File: src/rtl/cnn_layer_sequencer.sv
// cnn_layer_sequencer: walks a layer table and programs the CNN accelerator.
// Optional WAIT watchdog enabled by defining LAYER_SEQ_TIMEOUT_EN.
module cnn_layer_sequencer #(
  parameter int N_LAYER        = 3,
  parameter int TI             = 16,
  parameter int TO             = 16,
  parameter int NDIV           = 16,
  parameter int GAP_CYCLES     = 128,
  parameter int TIMEOUT_CYCLES = 24'hFF_FFFF
) (
  input  logic        HCLK,
  input  logic        HRESETn,
  input  logic        cfg_we,
  input  logic [3:0]  cfg_idx,
  input  logic [8:0]  cfg_data,
  input  logic [4:0]  num_layers,
  input  logic [31:0] base_init,
  input  logic        start,
  input  logic        abort,
  input  logic        layer_done,
  output logic        layer_start,
  output logic [31:0] layer_config,
  output logic [31:0] base_addr,
  output logic        busy,
  output logic [3:0]  cur_layer,
  output logic        all_done,
  output logic        err
);

  localparam logic [19:0] W3 = 20'(TI * TO * 9 / NDIV);
  localparam logic [19:0] W1 = 20'(TO);
  localparam logic [11:0] PS = 12'(TO);
  localparam logic [4:0] NMAX = 5'(N_LAYER);
  localparam int GW =
    (GAP_CYCLES > 1) ? $clog2(GAP_CYCLES) : 1;
  localparam logic [GW-1:0] GLAST = GW'(GAP_CYCLES - 1);

  typedef enum logic [2:0] {
    IDLE, LOAD, START, WAIT, GAP, NEXT, DONE
  } state_t;

  state_t        state;
  logic [8:0]    tbl [16];
  logic [19:0]   w_base;
  logic [11:0]   p_base;
  logic [4:0]    n_lay;
  logic [GW-1:0] gap_cnt;
  logic          done_q;

  logic [8:0] ent;
  logic [4:0] nl_clamp;
  logic       tbl_we;
  logic       is_first;
  logic       is_last;
  logic       done_edge;

`ifdef LAYER_SEQ_TIMEOUT_EN
  localparam logic [23:0] TLAST = 24'(TIMEOUT_CYCLES - 1);
  logic [23:0] wait_cnt;
  logic        err_q;
  assign err = err_q;
`else
  assign err = 1'b0;
`endif

  assign busy      = (state != IDLE);
  assign ent       = tbl[cur_layer];
  assign is_first  = (cur_layer == 4'd0);
  assign is_last   = ({1'b0, cur_layer} == n_lay - 5'd1);
  assign done_edge = layer_done & ~done_q;
  assign tbl_we    = cfg_we && !busy
                     && ({1'b0, cfg_idx} < NMAX);
  assign nl_clamp  = (num_layers > NMAX) ? NMAX
                                         : num_layers;

  // entries at or above N_LAYER are never written
  always_ff @(posedge HCLK or negedge HRESETn) begin
    if (!HRESETn) begin
      for (int i = 0; i < 16; i++) tbl[i] <= '0;
    end else if (tbl_we) begin
      tbl[cfg_idx] <= cfg_data;
    end
  end

  always_ff @(posedge HCLK or negedge HRESETn) begin
    if (!HRESETn) begin
      state        <= IDLE;
      w_base       <= '0;
      p_base       <= '0;
      n_lay        <= '0;
      gap_cnt      <= '0;
      done_q       <= 1'b0;
      cur_layer    <= '0;
      layer_start  <= 1'b0;
      layer_config <= '0;
      base_addr    <= '0;
      all_done     <= 1'b0;
`ifdef LAYER_SEQ_TIMEOUT_EN
      wait_cnt     <= '0;
      err_q        <= 1'b0;
`endif
    end else begin
      done_q      <= layer_done;
      layer_start <= 1'b0;
      all_done    <= 1'b0;
      if (abort) begin
        state <= IDLE;
      end else begin
        unique case (state)
          IDLE: begin
            if (start && num_layers != 5'd0) begin
              state     <= LOAD;
              w_base    <= base_init[19:0];
              p_base    <= base_init[31:20];
              n_lay     <= nl_clamp;
              cur_layer <= '0;
`ifdef LAYER_SEQ_TIMEOUT_EN
              err_q     <= 1'b0;
`endif
            end
          end
          LOAD: begin
            layer_config <= {16'b0, ent[8:6], ent[5:1],
                             cur_layer, is_last, ent[0],
                             is_last, is_first};
            base_addr    <= {p_base, w_base};
            state        <= START;
          end
          START: begin
            layer_start <= 1'b1;
            state       <= WAIT;
`ifdef LAYER_SEQ_TIMEOUT_EN
            wait_cnt    <= '0;
`endif
          end
          WAIT: begin
            if (done_edge) begin
              gap_cnt <= '0;
              state   <= (GAP_CYCLES == 0) ? NEXT : GAP;
            end
`ifdef LAYER_SEQ_TIMEOUT_EN
            else if (wait_cnt == TLAST) begin
              err_q <= 1'b1;
              state <= IDLE;
            end else begin
              wait_cnt <= wait_cnt + 24'd1;
            end
`endif
          end
          GAP: begin
            if (gap_cnt == GLAST) state <= NEXT;
            else gap_cnt <= gap_cnt + GW'(1);
          end
          NEXT: begin
            w_base <= w_base + (ent[0] ? W3 : W1);
            p_base <= p_base + PS;
            if (is_last) begin
              state    <= DONE;
              all_done <= 1'b1;
            end else begin
              cur_layer <= cur_layer + 4'd1;
              state     <= LOAD;
            end
          end
          DONE:    state <= IDLE;
          default: state <= IDLE;
        endcase
      end
    end
  end

endmodule
File: config.mk
export PLATFORM = sky130hd
export DESIGN_NAME = cnn_layer_sequencer
export DESIGN_NICKNAME = d
export VERILOG_FILES = /design/src/rtl/cnn_layer_sequencer.sv
export SDC_FILE = /design/constraint.sdc
export NUM_CORES = 1
export LEC_CHECK = 0
export CORE_ASPECT_RATIO = 0.9
export CORE_UTILIZATION = 60
export DETAILED_ROUTE_END_ITERATION = 16
export GPL_ROUTABILITY_DRIVEN = 0
export PLACE_DENSITY = 0.85
export SYNTH_ARGS = -nofsm -noshare
export SYNTH_HDL_FRONTEND = slang
export SYNTH_SLANG_ARGS = --single-unit
File: constraint.sdc
create_clock -name HCLK -period 5 [get_ports HCLK]
set_input_delay 1 -clock HCLK [delete_from_list [all_inputs] [get_ports HCLK]]
set_output_delay 1 -clock HCLK [all_outputs]
set_load 0.02 [all_outputs]
## Word-level counts from Yosys, hierarchy flattened

Index checks and enable logic that the tools add are counted.

- Register bits: 246
- Latch bits: 0
- Memory bits (writable): 0
- ROM bits: 0
- Input bits: 56
- Output and inout port bits: 72
- Word-level logic and storage cells: 102
- Memories kept: 0

- Add/sub/neg operators: 5
- Multiply operators: 0
- Div/mod/pow operators: 0
- Magnitude comparators: 5
- Equal/unequal tests: 14
- Shift-type cells: 0
- Multiplexer cells: 29
- Bitwise gates (word level): 5
- Reduce and logical (&&, ||, !) cells: 17

Operators with widths:

| kind | number |
|---|---|
| $bwmux 144 | 1 |
| $pmux 20 s2 | 1 |
| $bmux 9 s4 | 1 |
| $demux 9 s4 | 1 |
| $mux 9 | 3 |
| $pmux 12 s2 | 1 |
| $add 20x8->20 | 1 |
| $mux 20 | 1 |
| $pmux 3 s6 | 1 |
| $mux 3 | 5 |
| $mux 7 | 2 |
| $pmux 7 s2 | 1 |
| $add 12x5->12 const B | 1 |
| $mux 12 | 1 |
| $ge 5x5->1 const B | 2 |
| $not 4->5 | 2 |
| $ne 3x3->1 const B | 3 |
| $reduce_and 3->1 | 3 |
| $mux 4 | 2 |
| $mux 8 | 1 |
| $ne 2x2->1 const B | 4 |
| $pmux 4 s2 | 1 |
| $reduce_and 4->1 | 2 |
| $add 7x1->7 const B | 1 |
| other kinds (22) | 33 |

## Longest topological paths before layout

- Depth in word-level cells: 7
- Mapped depth: 11
- Mapped depth without buffers: 10

## Worst setup path after synthesis

OpenSTA, ideal clock, no wires.

- Path type: flip-flop to flip-flop
- From: register cur_layer[1]
- To: register w_base[18]
- Library setup time: 0.126 ns
- Data arrival time: 2.828 ns
- Data required time: 4.874 ns
- Slack: 2.046 ns
- Cell stages (with the launch flop): 11
- Path buffers: 1
- Period minus slack after synthesis: 2.954 ns
- Path through: dfrtp_1 > buf_2 > mux4_2 > mux2i_1 > o21ai_0 > ha_1 > a31oi_1 > or2_2 > or3_1 > o21ai_0 > a21oi_1

- Word-level cells in the longest chain between the ends: 7

Ends and longest elaborated chain:

| item | line | RTL |
|---|---|---|
| from (decl) | 25 | `output logic [3:0] cur_layer,` |
| from (signal assigned) | 161 | `cur_layer <= cur_layer + 4'd1;` |
| $not 4->5 (not written as such) | 67 | `assign ent = tbl[cur_layer];` |
| $bmux 9 s4 | 67 |  |
| $mux 9 (not written as such) (2 in a row) | 67 |  |
| named net ent[0] | 50 | `logic [8:0] ent;` |
| $mux 8 | 155 | `w_base <= w_base + (ent[0] ? W3 : W1);` |
| $add 20x8->20 | 155 |  |
| $pmux 20 s2 | 109 | `unique case (state)` |
| to (signal assigned) | 113 | `w_base <= base_init[19:0];` |
| to (signal assigned) | 155 |  |
| to (decl) | 44 | `logic [19:0] w_base;` |

The timed path passes the listed nets, and every way through them passes these cells. The select of a mux whose other input is x is not followed.
A chain may end at the register's enable or synchronous reset.

## Worst setup path after layout

- From: register cur_layer[1]
- To: output port cur_layer[1]

No word-level cell between the ends.

==> results.py <==
metrics = {
    "setup_path": {
        "crit_arrival_ns": 2.30,
        "crit_path_category": "reg2out",
        "timing.critical_path.from_type": "flop",
        "timing.critical_path.to_type": "output pin",
        "worst-path-max-fanout": 35,
        "crit_path_top_delay_cell": "sky130_fd_sc_hd__clkdlybuf4s50_1",
        "critPathTopFamily": "buffers and inverters",
        "max_stage_delay_ns": 0.72,
        "critical_path_buf_inv_count": 2,
        "crit_path_cell_trace": "buf_4, clkdlybuf4s50_1",
        "critical_path_required_ns": 4.00,
    },
    "synthesis": {
        "synthMuxAreaShare": 0.1283,
        "netlist_instances": 908,
        "yosys_warnings": 0,
        "synth_top_family_by_area": "multiplexers",
        "synth-adder-area-share": 0.008401,
        "synth_seq_area_share": 0.5881,
        "ys.flop_type": "sky130_fd_sc_hd__dfrtp_1",
        "synth_compound_area_frac": 0.07393,
        "synth_area_in_simple_gates": 0.1193,
        "ys_seq_elements": 245,
        "synth_xor_xnor_area_share": 0.005041,
        "syn-mean-instance-area_sq_um": 11.48,
        "synth_enable_flop_cells": 0,
        "netlist-cell-type-count": 61,
        "synth.cell_area_sq_um": 10420,
        "synthArstFlopShare": 1.000,
    },
    "finish": {
        "n_fill_cell": 1093,
        "final_nets": 961,
        "layout_cell_share_with_drive_strength_beyond_1": 0.1452,
        "antenna-diode-count": 0,
        "final_cell_area_sq_um": 12010,
        "area_growth_syn_to_layout_pct": 15.19,
        "final_common_cell": "sky130_fd_sc_hd__dfrtp_1",
        "layout_common_cells": "sky130_fd_sc_hd__dfrtp_1 (244), sky130_fd_sc_hd__nand2_1 (159), sky130_fd_sc_hd__clkdlybuf4s50_1 (109)",
    },
    "global_routing": {
        "grt_max_degree": 122,
        "busiest_layer": "met2",
        "global_route.usage.met2": 0.4279,
        "gr-usage-met3": 0.04048,
        "grt_pass1_wl_mm": 36.01,
        "met1_routing_resource_usage_after_global_routing": 0.3631,
        "globalRoute.totalOverflow": 0,
        "grtUsageTotal": 0.2613,
        "grt_pass1_vias": 6814,
        "grt_antenna_before_repair": 0,
    },
    "power": {
        "clockPowerShare": 0.302,
        "static-leakage-power_nw": 5.536,
        "p_int_mw": 4.181,
        "power.net_switching_mw": 1.870,
        "power.share.combinational": 0.252,
        "pwr-share-seq": 0.447,
        "power.ir.vdd_worst_v": 0.0003478,
        "p_sw_frac": 0.3090,
        "power.density_cell_area_nw_per_um2": 503.9,
    },
    "drt": {
        "routed-via-count": 6615,
        "detail_route.vias_per_cell": 5.747,
        "drc": 0,
        "drt_first_pass_iters": 7,
        "postRouteAntennaNets": 0,
        "wl_per_cell_microns": 19.13,
        "first_iter_violations": 619,
        "postRouteWirelength_mm": 22.01,
    },
    "clocking": {
        "cts-buffers-inserted": 25,
        "resized_cells_post_cts": 0,
        "cts.sinks": 245,
        "postCtsSetupRepairBufs": 0,
        "clock-root-buffer": "sky130_fd_sc_hd__clkbuf_16",
        "clkTransAtPathRegs_ns": 0.06,
        "clock_latency_ns": 0.53,
        "tritoncts_clock_tree": "built",
        "cts-hold-fix-buffers": 0,
        "h_tree_levels": 1,
        "cts-root-to-sink-buffers": 3,
    },
    "run_status": {
        "outcome": "finished clean",
    },
    "floorplan": {
        "io-pin-count": 128,
        "dieWidth_microns": 140.9,
        "row_count": 45,
        "die_y_microns": 127.1,
        "design.die.area_sq_um": 17910,
        "start_util": 0.6151,
        "coreArea_sq_um": 16950,
    },
    "timing": {
        "timing.final.crit_period_ns": 3.298,
        "worst_pin_slew_ns": 1.131,
        "timing.slew.headroom": 0.2461,
        "fmax_mhz": 303.2,
        "rsz0062_at_grt": "false",
        "slew_viol_final": 0,
        "fin_setup_tns_ns": 0,
        "post-route-period-util": 0.6596,
        "timing.final.hold_violations": 0,
        "timing.final.setup_violations": 0,
        "clock_skew_ns": 0.01306,
    },
    "flow_run": {
        "maxCapViolations": 0,
    },
    "place": {
        "number_of_port_buffers": 110,
        "place.detailed.hpwl_mm": 14.27,
        "placed_cell_area_sq_um": 11210,
    },
    "worst_hold_path": {
        "hold_path.class": "reg2reg",
    },
}
==> power by group through the flow <==
stage / sequential, mW / combinational, mW / clock (mW)
6_report: 2.70 / 1.52 / 1.83
3_5_place_dp: 2.72 / 1.52 / 0
5_1_grt: 2.75 / 1.64 / 1.95
4_1_cts: 2.69 / 1.53 / 1.85
2_1_floorplan: 2.83 / 0.721 / 0
3_3_place_gp: 2.71 / 1.45 / 0
==> per-stage QoR <==
step / cells / hold slack [ns] / utilization / setup WS, ns / power (mW)
after floorplan: 924 / 0.4239 / - / 2.046 / 3.549
after global placement: 1106 / 0.3597 / 0.6614 / 1.586 / 4.158
after detailed placement: 1106 / 0.3622 / 0.6614 / 1.507 / 4.238
after CTS: 1151 / 0.3757 / 0.7086 / 1.661 / 6.079
after global routing: 1151 / 0.3797 / 0.7086 / 1.583 / 6.335
final: 1151 / 0.3704 / 0.7086 / 1.702 / 6.051
==> per-layer routing <==
layer  wire (microns)  vias to the layer above
met2            10710                      280
li1                 -                     2999
met1             9338                     3294
met5                0                        -
met4              530                        0
met3             1430                       42
==> final cells by class <==
| type | instances | area, sq um | area share |
|---|---|---|---|
| flip-flops and latches | 245 | 6132 | 0.5106 |
| multi-input cells | 496 | 3556 | 0.2961 |
| repair buffers | 122 | 1196 | 0.09960 |
| clock buffers | 38 | 694.4 | 0.05782 |
| well taps | 235 | 294.0 | 0.02448 |
| clock inverters | 7 | 106.4 | 0.008856 |
| inverters | 8 | 30.03 | 0.002501 |
==> Yosys cell counts, types with 11 or more instances <==
library cell | instances | area [sq um]
sky130_fd_sc_hd__nand2_1 | 159 | 596.8
sky130_fd_sc_hd__o21ai_0 | 32 | 160.2
sky130_fd_sc_hd__mux2i_1 | 11 | 110.1
sky130_fd_sc_hd__clkbuf_1 | 129 | 484.2
sky130_fd_sc_hd__buf_4 | 21 | 157.7
sky130_fd_sc_hd__mux4_2 | 36 | 810.8
sky130_fd_sc_hd__nand3_1 | 16 | 80.08
sky130_fd_sc_hd__nor3_1 | 16 | 80.08
sky130_fd_sc_hd__a21oi_1 | 35 | 175.2
sky130_fd_sc_hd__mux2_2 | 37 | 416.7
sky130_fd_sc_hd__nor2_1 | 20 | 75.07
sky130_fd_sc_hd__dfrtp_1 | 245 | 6131
sky130_fd_sc_hd__buf_2 | 20 | 100.1
==> worst register-to-register path, cell delays in order, from the launching register on <==
cell,delay [ns]
sky130_fd_sc_hd__dfrtp_1,0.46
sky130_fd_sc_hd__mux4_2,0.53
sky130_fd_sc_hd__mux2_2,0.27
sky130_fd_sc_hd__nand2_1,0.06
sky130_fd_sc_hd__o21ai_0,0.22
sky130_fd_sc_hd__ha_1,0.43
sky130_fd_sc_hd__a31oi_1,0.16
sky130_fd_sc_hd__or2_2,0.39
sky130_fd_sc_hd__or3_1,0.39
sky130_fd_sc_hd__o21ai_0,0.11
sky130_fd_sc_hd__a21oi_1,0.10
==> path summary, 6_finish.rpt <==
check	startpoint	endpoint	slack (ns)	cells past startpoint
max reg2reg	cur_layer[0]	w_base[18]	1.72	10
min reg2reg	tbl[101]	tbl[101]	0.37	0
min	tbl[101]	tbl[101]	0.37	0
max in group asynchronous	HRESETn	base_addr[1]	3.36	2
min in group asynchronous	HRESETn	tbl[20]	0.53	1
max	cur_layer[1]	cur_layer[1]	1.70	2
==> cells by family after synthesis <==
kind of cell	after synthesis
other	1
muxes	84
buffers and inverters	183
adders and majority gates	7
AOI/OAI and AO/OA	119
and+or+nand+nor	263
xor gates and xnor gates	6
DFF	245
==> registers in the layout, indices dropped and copies added (netlist names) <==
register / count
w_base: 20
done_q: 1
tbl: 144
cur_layer: 4
all_done: 1
base_addr: 32
n_lay: 5
layer_config: 15
gap_cnt: 7
state: 3
layer_start: 1
p_base: 12
Power figures use the tool's default switching activity.
==> RTL change (same flow settings) <==
Register the input `cfg_data` before use, without a reset. The logic sees it one clock later. The other inputs are not delayed to match.
--- a/src/rtl/cnn_layer_sequencer.sv
+++ b/src/rtl/cnn_layer_sequencer.sv
@@ -39,6 +39,12 @@
     IDLE, LOAD, START, WAIT, GAP, NEXT, DONE
   } state_t;
 
+  logic [8:0] cfg_data_q;
+
+  always_ff @(posedge HCLK) begin
+    cfg_data_q <= cfg_data;
+  end
+
   state_t        state;
   logic [8:0]    tbl [16];
   logic [19:0]   w_base;
@@ -78,7 +84,7 @@
     if (!HRESETn) begin
       for (int i = 0; i < 16; i++) tbl[i] <= '0;
     end else if (tbl_we) begin
-      tbl[cfg_idx] <= cfg_data;
+      tbl[cfg_idx] <= cfg_data_q;
     end
   end
 
Formal check against the unedited RTL: not equivalent (Yosys sat finds a counterexample within 4 cycles, from zero or initial values and one cycle with HRESETn low).
==> RTL change against the unedited design <==
Global-route usage rose by 0.062 points; sequential cell count rose by 9; power grew 9.4%; critical path depth unchanged; count of clock-buffer cells in the layout is 6 lower; setup slack worse by 0.30 ns; routed wire length up 3.6%; design area increased by 2.7%; synthesized area rose by 2.4%; largest power group unchanged; highest routed layer unchanged.
==> RTL change: results <==
INSERT INTO impl_metrics (metric_group, metric, value, unit) VALUES
('outcome', 'outcome', 'completed', ''),
('placement', 'postPlaceCellArea', '0.0114', 'mm2'),
('drt', 'post_drt_wl_per_cell', '19.5', 'um'),
('logic_synthesis', 'syn_avg_cell_area', '11.5', 'um2'),
('timing', 'timing.clock.skew', '0.0156', 'ns'),
('logic_synthesis', 'post_synth_num_cell_types', '62', ''),
('placement', 'post-place-cells', '1121', ''),
('global_route', 'grt_pass1_wl', '36800', 'um'),
('global_route', 'grt_util_met2', '0.414', ''),
('worst_setup_path', 'crit_slowest_cell', 'sky130_fd_sc_hd__dfrtp_2', ''),
('logic_synthesis', 'synth_sequential_area_ratio', '0.591', ''),
('final_layout', 'fillerInstances', '1055', ''),
('final_layout', 'final_cell_count_no_fill', '1167', ''),
('global_route', 'total_routing_usage_gr', '0.262', ''),
('logic_synthesis', 'proportion_of_synthesized_flip_flops_having_asynchronous_set_or_reset', '0.965', ''),
('worst_setup_path', 'critical_path_peak_fanout', '25', ''),
('drt', 'total_routed_wire_length_on_the_met1_layer', '9840', 'um'),
('placement', 'dpl.hpwl', '14400', 'um'),
('global_route', 'first_global_vias', '6774', ''),
('global_route', 'grtUsageMet1', '0.379', '');
RTL change: cell count changes after synthesis, sizes merged, moves of 3 or more:
cell and change:
a21o +3, a21oi +3, o22a -3, nor3 +3, buf -8, o22ai -3, dfxtp +9, clkbuf +10
nor2b -6, nand3 -3, nand2 +7, a2bb2oi -3
RTL change: kinds of logic after synthesis:
kind of cell / after synthesis / synth area share
AND/OR/NAND/NOR: 264 / 0.112
flip-flops: 254 / 0.591
buffers and inverters: 187 / 0.0798
AO/OA/AOI/OAI: 122 / 0.0729
multiplexers: 84 / 0.131
adder cells (fa/ha/maj): 7 / 0.00820
XOR/XNOR: 6 / 0.00492
other: 1 / 0.000351
RTL change: path summary, 6_finish.rpt:
kind / from / endpoint / slack, ns
min in group asynchronous: HRESETn / layer_config[3]$_DFFE_PN0P_ / 0.56
setup / recovery: cur_layer[0]$_DFFE_PN0P_ / cur_layer[0] / 1.40
setup reg to reg: cur_layer[0]$_DFFE_PN0P_ / w_base[13]$_DFFE_PN0P_ / 1.52
max in group asynchronous: HRESETn / base_addr[6]$_DFFE_PN0P_ / 3.43
hold / removal: tbl[95]$_DFFE_PN0P_ / tbl[95]$_DFFE_PN0P_ / 0.37
hold reg to reg: tbl[95]$_DFFE_PN0P_ / tbl[95]$_DFFE_PN0P_ / 0.37
RTL change: cell type report:
type	instances	area [um2]	share of cell area
inverters	10	37.5	0.00304
multi-input cells	500	3590	0.291
flip-flops and latches	254	6310	0.512
clock buffers	32	692	0.0561
repair buffers	122	1210	0.0980
clock inverters	14	200	0.0162
well taps	235	294	0.0238
RTL change: where the power goes:
group          switching [mW]  total (mW)  internal [mW]
sequential              0.384        2.84           2.46
clock                   0.804        2.00           1.20
combinational           0.955        1.78          0.821
